<file path="src/rtl/irq_pkg.sv">
// ---------------------------------------------------------------------------
// irq_pkg
// Shared definitions for the interrupt / status front end:
//   - NUM_IRQ, IRQ_ID_W : interrupt line count and index width
//   - STATUS_W and the bit positions inside the status_flags bundle
//   - irq_state_e       : request/acknowledge FSM states
//   - alu_flags_t       : captured ALU condition flags
//   - calc_alu_flags()  : derives the flag set from an ALU result
// ---------------------------------------------------------------------------
package irq_pkg;

    localparam int NUM_IRQ  = 8;
    localparam int IRQ_ID_W = 3;
    localparam int STATUS_W = 16;

    // status_flags layout: {eligible[7:0], int_en, 2'b00, zero, carry, neg, parity[1:0]}
    localparam int SF_ELIG_LSB = 8;
    localparam int SF_INT_EN   = 7;
    localparam int SF_ZERO     = 4;
    localparam int SF_CARRY    = 3;
    localparam int SF_NEG      = 2;
    localparam int SF_PAR_HI   = 1;
    localparam int SF_PAR_LO   = 0;

    typedef enum logic [1:0] {
        IDLE = 2'd0,
        REQ  = 2'd1,
        GAP  = 2'd2
    } irq_state_e;

    typedef struct packed {
        logic       zero;
        logic       carry;
        logic       neg;
        logic [1:0] parity;   // {^upper half, ^lower half}
    } alu_flags_t;

    function automatic alu_flags_t calc_alu_flags(input logic [31:0] result,
                                                  input logic        carry);
        alu_flags_t f;
        f.zero      = (result == 32'd0);
        f.carry     = carry;
        f.neg       = result[31];
        f.parity[1] = ^result[31:16];
        f.parity[0] = ^result[15:0];
        return f;
    endfunction

endpackage

</file>
<file path="src/rtl/irq_prio_pick.sv">
// ---------------------------------------------------------------------------
// irq_prio_pick
// Fixed-priority picker: returns the index of the highest set bit of a
// NUM_IRQ-wide vector plus a flag telling whether any bit is set.
// Ports:
//   vec_i  in  NUM_IRQ   candidate vector
//   idx_o  out IRQ_ID_W  highest set index (0 when vec_i is zero)
//   any_o  out 1         |vec_i
// ---------------------------------------------------------------------------
module irq_prio_pick
    import irq_pkg::*;
(
    input  logic [NUM_IRQ-1:0]  vec_i,
    output logic [IRQ_ID_W-1:0] idx_o,
    output logic                any_o
);

    // Scanning upward lets later (higher) set bits overwrite earlier ones,
    // so the highest index wins.
    always_comb begin
        idx_o = '0;
        for (int i = 0; i < NUM_IRQ; i++) begin
            if (vec_i[i]) begin
                idx_o = IRQ_ID_W'(i);
            end
        end
    end

    assign any_o = |vec_i;

endmodule

</file>
<file path="src/rtl/irq_status_ctrl.sv">
// ---------------------------------------------------------------------------
// irq_status_ctrl
// Edge-detects and latches 8 interrupt lines, masks them, captures ALU
// condition flags and runs a request/acknowledge handshake toward the core
// with an acknowledge timeout.
// Ports:
//   clk, rst      clock and synchronous active-high reset
//   irq_in[7:0]   interrupt lines, rising edge = request
//   mask_wr/mask_data[7:0]   mask load (1 = line enabled)
//   int_en_set/int_en_clr    global enable control (clear wins)
//   alu_valid/alu_result[31:0]/alu_carry   ALU flag capture
//   irq_ack       core accepts current request
//   irq_req       request pending toward core (registered)
//   irq_id[2:0]   index of requested line, stable while irq_req=1
//   status_flags[15:0]  {eligible, int_en, 2'b00, zero, carry, neg, parity}
//   timeout_err   one-cycle pulse when a request is abandoned
// ---------------------------------------------------------------------------
module irq_status_ctrl
    import irq_pkg::*;
#(
    parameter int ACK_TIMEOUT = 16
)
(
    input  logic                clk,
    input  logic                rst,
    input  logic [NUM_IRQ-1:0]  irq_in,
    input  logic                mask_wr,
    input  logic [NUM_IRQ-1:0]  mask_data,
    input  logic                int_en_set,
    input  logic                int_en_clr,
    input  logic                alu_valid,
    input  logic [31:0]         alu_result,
    input  logic                alu_carry,
    input  logic                irq_ack,
    output logic                irq_req,
    output logic [IRQ_ID_W-1:0] irq_id,
    output logic [STATUS_W-1:0] status_flags,
    output logic                timeout_err
);

    localparam int TMO_W = (ACK_TIMEOUT > 2) ? $clog2(ACK_TIMEOUT) : 1;
    localparam logic [TMO_W-1:0] TMO_LAST = TMO_W'(ACK_TIMEOUT - 1);

    // ---------------- registers ----------------
    logic [NUM_IRQ-1:0]  irq_prev_q;
    logic [NUM_IRQ-1:0]  pending_q,  pending_d;
    logic [NUM_IRQ-1:0]  irq_mask_q, irq_mask_d;
    logic                int_en_q,   int_en_d;
    alu_flags_t          alu_flags_q, alu_flags_d;
    irq_state_e          state_q,    state_d;
    logic                irq_req_q,  irq_req_d;
    logic [IRQ_ID_W-1:0] irq_id_q,   irq_id_d;
    logic [TMO_W-1:0]    tmo_cnt_q,  tmo_cnt_d;
    logic                timeout_err_q, timeout_err_d;

    // ---------------- combinational helpers ----------------
    logic [NUM_IRQ-1:0]  rise;
    logic [NUM_IRQ-1:0]  clr;
    logic [NUM_IRQ-1:0]  eligible;
    logic [IRQ_ID_W-1:0] pick_id;
    logic                pick_any;
    logic                ack_take;

    assign rise     = irq_in & ~irq_prev_q;
    assign eligible = pending_q & irq_mask_q;

    // An acknowledge only counts while the request is actually visible to
    // the core; acks in other states (or on the silent first REQ cycle)
    // are ignored.
    assign ack_take = (state_q == REQ) && irq_req_q && irq_ack;

    // Per-line pending update: a rise in the same cycle as the clear keeps
    // the bit set, so a back-to-back edge on the served line is not lost.
    for (genvar gi = 0; gi < NUM_IRQ; gi++) begin : g_pending
        assign clr[gi]       = ack_take && (irq_id_q == IRQ_ID_W'(gi));
        assign pending_d[gi] = (pending_q[gi] & ~clr[gi]) | rise[gi];
    end

    irq_prio_pick u_pick (
        .vec_i (eligible),
        .idx_o (pick_id),
        .any_o (pick_any)
    );

    // ---------------- mask / enable / ALU flags ----------------
    always_comb begin
        irq_mask_d  = mask_wr ? mask_data : irq_mask_q;
        int_en_d    = int_en_q;
        if (int_en_clr) begin
            int_en_d = 1'b0;
        end else if (int_en_set) begin
            int_en_d = 1'b1;
        end
        alu_flags_d = alu_valid ? calc_alu_flags(alu_result, alu_carry) : alu_flags_q;
    end

    // ---------------- handshake FSM ----------------
    always_comb begin
        state_d       = state_q;
        irq_id_d      = irq_id_q;
        tmo_cnt_d     = tmo_cnt_q;
        timeout_err_d = 1'b0;

        case (state_q)
            IDLE: begin
                if (int_en_q && pick_any) begin
                    state_d   = REQ;
                    irq_id_d  = pick_id;
                    tmo_cnt_d = '0;
                end
            end
            REQ: begin
                // Priority: acknowledge, then enable drop, then timeout.
                if (ack_take) begin
                    state_d = GAP;
                end else if (!int_en_q) begin
                    state_d = IDLE;
                end else if (tmo_cnt_q == TMO_LAST) begin
                    state_d       = IDLE;
                    timeout_err_d = 1'b1;
                end else begin
                    tmo_cnt_d = tmo_cnt_q + TMO_W'(1);
                end
            end
            GAP: begin
                state_d = IDLE;
            end
            default: begin
                state_d = IDLE;
            end
        endcase

        // irq_req rises one cycle after REQ is entered and falls on the
        // same edge that leaves REQ.
        irq_req_d = (state_q == REQ) && (state_d == REQ);
    end

    // ---------------- state registers ----------------
    always_ff @(posedge clk) begin
        if (rst) begin
            irq_prev_q    <= '0;
            pending_q     <= '0;
            irq_mask_q    <= '0;
            int_en_q      <= 1'b0;
            alu_flags_q   <= '0;
            state_q       <= IDLE;
            irq_req_q     <= 1'b0;
            irq_id_q      <= '0;
            tmo_cnt_q     <= '0;
            timeout_err_q <= 1'b0;
        end else begin
            irq_prev_q    <= irq_in;
            pending_q     <= pending_d;
            irq_mask_q    <= irq_mask_d;
            int_en_q      <= int_en_d;
            alu_flags_q   <= alu_flags_d;
            state_q       <= state_d;
            irq_req_q     <= irq_req_d;
            irq_id_q      <= irq_id_d;
            tmo_cnt_q     <= tmo_cnt_d;
            timeout_err_q <= timeout_err_d;
        end
    end

    // ---------------- outputs ----------------
    assign irq_req     = irq_req_q;
    assign irq_id      = irq_id_q;
    assign timeout_err = timeout_err_q;

    always_comb begin
        status_flags = '0;
        status_flags[SF_ELIG_LSB +: NUM_IRQ] = eligible;
        status_flags[SF_INT_EN]              = int_en_q;
        status_flags[SF_ZERO]                = alu_flags_q.zero;
        status_flags[SF_CARRY]               = alu_flags_q.carry;
        status_flags[SF_NEG]                 = alu_flags_q.neg;
        status_flags[SF_PAR_HI]              = alu_flags_q.parity[1];
        status_flags[SF_PAR_LO]              = alu_flags_q.parity[0];
    end

endmodule

</file>
<file path="config.mk">
export PLATFORM = sky130hd
export DESIGN_NAME = irq_status_ctrl
export DESIGN_NICKNAME = d
export VERILOG_FILES = /design/src/rtl/irq_pkg.sv /design/src/rtl/irq_prio_pick.sv /design/src/rtl/irq_status_ctrl.sv
export SDC_FILE = /design/constraint.sdc
export NUM_CORES = 1
export LEC_CHECK = 0
export CAP_MARGIN = 20
export CORE_AREA = 5 5 84 86
export DETAILED_ROUTE_END_ITERATION = 10
export DIE_AREA = 0 0 89 91
export GPL_TIMING_DRIVEN = 0
export HOLD_SLACK_MARGIN = 0.15
export MAX_ROUTING_LAYER = met4
export PLACE_DENSITY = 0.7
export SKIP_CTS_REPAIR_TIMING = 1
export SYNTH_ARGS = -nofsm -noshare
export SYNTH_HDL_FRONTEND = slang
export SYNTH_SLANG_ARGS = --single-unit
export TNS_END_PERCENT = 1
</file>
<file path="constraint.sdc">
create_clock -name clk -period 2 [get_ports clk]
set_input_delay 0.3 -clock clk [delete_from_list [all_inputs] [get_ports clk]]
set_output_delay 0.3 -clock clk [all_outputs]
set_load 0.02 [all_outputs]
</file>
## After elaboration in Yosys (flattened, before gate mapping)

Index checks and enable logic that the tools add are counted.

- Register bits: 41
- Bits of input ports: 56
- Output and inout bits: 21
- Word-level logic and storage cells: 98

- $add $sub $neg: 1
- Eq/ne operators: 14
- Muxes and demuxes: 18
- Bitwise gates (word level): 29
- Reduce and logical (&&, ||, !) cells: 23

Operators with widths:

| operator | number |
|---|---|
| $logic_not 32->1 | 1 |
| $reduce_xor 16->1 | 2 |
| $and 8x8->8 | 2 |
| $mux 4 | 4 |
| $eq 3x3->1 const B | 4 |
| $logic_and 1x1->1 | 12 |
| $mux 2 | 6 |
| $mux 3 | 4 |
| $not 1->1 | 10 |
| $and 1x1->1 | 8 |
| $ne 2x2->1 const B | 4 |
| $not 8->8 | 1 |
| $or 1x1->1 | 8 |
| $pmux 4 s2 | 1 |
| $reduce_or 8->1 | 1 |
| $eq 3x2->1 const B | 2 |
| $reduce_and 5->1 | 1 |
| $add 4x1->4 const B | 1 |
| $eq 2x1->1 const B | 2 |
| $eq 4x4->1 const B | 1 |
| $pmux 2 s2 | 1 |
| $reduce_or 4->1 | 1 |
| $eq 3x1->1 const B | 1 |
| $logic_not 3->1 | 1 |
| 5 further kinds | 6 |

## Longest topological paths before layout

- Depth after elaboration: 8
- Depth in mapped cells: 6
- Gate-level depth less buffers: 6

## Modules after synthesis

From an unflattened synthesis, not the netlist that was laid out.

- Cell total of the unflattened synthesis: 240
- Area total of the unflattened synthesis: 2,100.8 um^2

Modules (own cells, without submodules):

| module | times used | cells an instance | area each (um^2) | sequential area each (um^2) |
|---|---|---|---|---|
| irq_status_ctrl | 1 | 228 | 2,034.5 | 820.8 |
| irq_prio_pick | 1 | 12 | 66.3 | 0.0 |

## Worst setup path before layout

OpenSTA, ideal clock, no wires.

- Kind: reg-to-reg
- Start point: register tmo_cnt_q[0]
- End point: register tmo_cnt_q[3]
- Library setup time: 0.074 ns
- Arrival time: 1.690 ns
- Data required time: 1.926 ns
- Path slack: 0.236 ns
- Stages on the path, launching flop included: 7
- Path buffers: 0
- Clock period less this slack: 1.764 ns
- Path through: dfxtp_1 ha_1 nand3_1 nand4_2 or4b_4 or3_1 o21ai_0

- Word-level cells in the longest chain between the ends: 5
- Elaborated cells between the ends (all ways): 8
- Classes of those cells: 1 x add/sub; 2 x eq/ne; 4 x mux; 1 x reduce/logical

RTL lines:

| what | RTL line | text |
|---|---|---|
| start: declaration | irq_status_ctrl.sv:53 | `logic [TMO_W-1:0] tmo_cnt_q, tmo_cnt_d;` |
| start signal: assignment | irq_status_ctrl.sv:160 | `tmo_cnt_q <= tmo_cnt_d;` |
| $add 4x1->4 | irq_status_ctrl.sv:122 | `tmo_cnt_d = tmo_cnt_q + TMO_W'(1);` |
| $mux 4 | irq_status_ctrl.sv:118 | `end else if (tmo_cnt_q == TMO_LAST) begin` |
| $mux 4 | irq_status_ctrl.sv:116 | `end else if (!int_en_q) begin` |
| $mux 4 | irq_status_ctrl.sv:114 | `if (ack_take) begin` |
| $pmux 4 s2 | irq_status_ctrl.sv:104 | `case (state_q)` |

Several ways; a longest one is shown, not always the timed one. The select of a mux whose other input is x is not followed.
A chain may end at the register's enable or synchronous reset.

## Worst setup path in the final report

Same ends and word-level chain as after synthesis.

==> impl_metrics.json <==
{
  "port_buffers": 71,
  "min_path_type": "input pin to register",
  "root_buffer": "clkbuf_8",
  "place_hpwl_mm": 3.996,
  "status": "finished clean",
  "die_x_um": 89,
  "max_stage_delay_ps": 540,
  "yosys_register_bits": 41,
  "synth_edf_count": 0,
  "final-setup-viol-count": 0,
  "path_cells": "ha_1 > nand3_2 > nand4_4 > or4b_4 > or3_1 > o21ai_0",
  "core-area_um2": 6205,
  "maxCapViolations": 0,
  "path_delay_family": "simple AND/OR/NAND/NOR gates",
  "cts_tree": "done",
  "wl_per_cell_um": 12.20,
  "syn_avg_cell_area_um2": 8.564,
  "yosysWarnings": 0,
  "crit_slowest_cell": "or4b_4",
  "worstSetupStartpointType": "register",
  "diodes": 0,
  "hp-start": "rst",
  "yosys_most_used_dff": "dfxtp_1",
  "fmax_mhz": 534.3,
  "dieArea_um2": 8099,
  "worst_pin_slew_ps": 570.2,
  "dp.cells": 394,
  "clkSlewWorstSetupHoldPaths_ps": 70,
  "maxSlewViolCount": 0,
  "clk_path_buf_depth": 2,
  "start_util": 0.3382,
  "grt-ovfl-total": 0,
  "timing.final.crit_share": 0.9358,
  "mostFrequentLayoutCells": "clkdlybuf4s50_1 (71), inv_1 (41), dfxtp_1 (41), nor2_1 (23), ha_1 (17)",
  "comb_power_share": 0.224,
  "p_int_w": 0.001424,
  "nNetsFinal": 397,
  "stdcell_count": 402,
  "drive_above_1_share": 0.06462,
  "dr.pass1.iters": 4,
  "holdWs_ps": 395.5,
  "async_reset_ff_frac": 0,
  "p_sw_w": 0.0004721,
  "path_buf_inv": 0,
  "r2r_setup_slack_ps": 130,
  "min_period_ps": 1872,
  "fp-row-count": 29,
  "grt_pass1_vias": 1857,
  "synthesis.area_um2": 2098,
  "grt_max_degree": 13,
  "yosysSeqAreaShare": 0.3912,
  "num_vias": 1820,
  "critPathKind": "register to register",
  "clock_power_share": 0.310,
  "setup_tns_ps": 0,
  "antenna_left": 0,
  "required_ps": 2220,
  "synth_cell_types": 35,
  "gp_congestion": 0.7847,
  "insertion_delay_ps": 290,
  "io_pins": 77,
  "cp_max_fo": 5,
  "rsz0062_at_grt": "false",
  "hold_viol": 0,
  "p_sw_frac": 0.2489,
  "syn_to_final_growth_pct": 44.13,
  "vias_per_cell": 4.527,
  "seqPwrFrac": 0.467,
  "worst_ir_drop_vdd_mv": 0.3564,
  "netlist_instances": 245,
  "cts_htree_levels": 2,
  "r2r-start": "tmo_cnt_q[0]",
  "slew_headroom": 0.6198,
  "end_kind": "register",
  "cts_sinks": 41,
  "drtIter0Drc": 43,
  "cts_made_buffers": 5,
  "cp_data_arrival_time_ps": 2090,
  "clock_skew_ps": 2.029,
  "fp.dieH_um": 91,
  "power.leakage_nw": 1.340,
  "wl_mm": 4.904,
  "total_power_w": 0.001897,
  "antenna_found_initial": 0,
  "power.density_nw_per_um2": 627.1,
  "grt_pass1_wl_mm": 8.328,
  "layout_commonest_cell": "clkdlybuf4s50_1",
  "nFillCells": 603,
  "drc": 0,
  "critical_path.startpoint": "tmo_cnt_q[0]",
  "track_usage": 0.1331
}
power groups by stage:
stage | sequential, W | clock, W | combinational, W
floorplan | 0.000913 | 0 | 0.000236
global placement | 0.000902 | 0 | 0.000423
detailed placement | 0.000904 | 0 | 0.000431
CTS | 0.000885 | 0.000608 | 0.000432
global route | 0.000891 | 0.000649 | 0.000470
finish | 0.000885 | 0.000587 | 0.000424
metrics by stage:
| stage | setup slack [ps] | util | cell area [µm²] |
|---|---|---|---|
| floorplan | 236.1 | - | 2102 |
| global route | 52.11 | 0.4874 | 3024 |
| global placement | -34.16 | 0.4688 | 2909 |
| finish | 128.5 | 0.4874 | 3024 |
| CTS | 85.42 | 0.4852 | 3010 |
| detailed placement | -79.23 | 0.4688 | 2909 |
worst register-to-register path: cells and delay by family, from the launching register on:
family,cells,cell delay [ps]
flops,1,340
simple gates,4,1150
fa+ha+maj,1,240
compound gates,1,80
flip-flops by register name, indices dropped and copies added, names as in the netlist:
| signal | cells |
|---|---|
| irq_id | 3 |
| irq_mask_q | 8 |
| state_q | 2 |
| pending_q | 8 |
| irq_req | 1 |
| int_en_q | 1 |
| status_flags | 5 |
| tmo_cnt_q | 4 |
| timeout_err | 1 |
| irq_prev_q | 8 |
routing by layer:
metal | GRT usage | vias up | share of wire
li1 | - | 948 | -
met1 | 0.1467 | 801 | 0.41
met2 | 0.2191 | 64 | 0.47
met3 | 0.05068 | 7 | 0.11
met4 | 0.04342 | 0 | 0.015
met5 | - | - | 0
final timing paths:
check | to | depth (start not counted)
setup / recovery | tmo_cnt_q[3] | 6
hold / removal | irq_prev_q[0] | 2
setup reg to reg | tmo_cnt_q[3] | 6
hold reg to reg | pending_q[0] | 2
synth_stat cells (3+ instances only):
cell | n | area, µm²
o21ai_0 | 7 | 35.03
nand2_1 | 11 | 41.29
nor2b_1 | 8 | 50.05
nor3_1 | 4 | 20.02
mux2i_1 | 12 | 120.1
and2_1 | 5 | 31.28
a211oi_1 | 5 | 37.54
ha_1 | 17 | 212.7
nor2_1 | 23 | 86.33
dfxtp_1 | 41 | 820.8
a21oi_1 | 10 | 50.05
inv_1 | 41 | 153.9
or3_1 | 3 | 18.77
xnor2_1 | 14 | 122.6
nand4_1 | 4 | 25.02
buf_4 | 3 | 22.52
nand2b_1 | 10 | 62.56
clkbuf_1 | 5 | 18.77
logic make-up after synthesis:
group                      count (synthesis)  synth area share
and+or+nand+nor                           77            0.1974
muxes                                     12           0.05725
adders and majority gates                 17            0.1014
xor gates and xnor gates                  14           0.05844
other                                      1          0.001787
buffers and inverters                     51           0.09719
DFF                                       41            0.3912
AOI/OAI and AO/OA                         32           0.09541
cell type report:
class | instances | area, µm² | area share
well taps | 77 | 96.34 | 0.03186
plain buffers | 10 | 50.05 | 0.01655
inverters | 41 | 153.9 | 0.05089
multi-input cells | 154 | 1091 | 0.3608
repair buffers | 71 | 710.7 | 0.2350
clock inverters | 1 | 5.005 | 0.001655
flip-flops and latches | 41 | 820.8 | 0.2714
clock buffers | 7 | 96.34 | 0.03186
No activity file was read; power rests on OpenSTA's default activity.
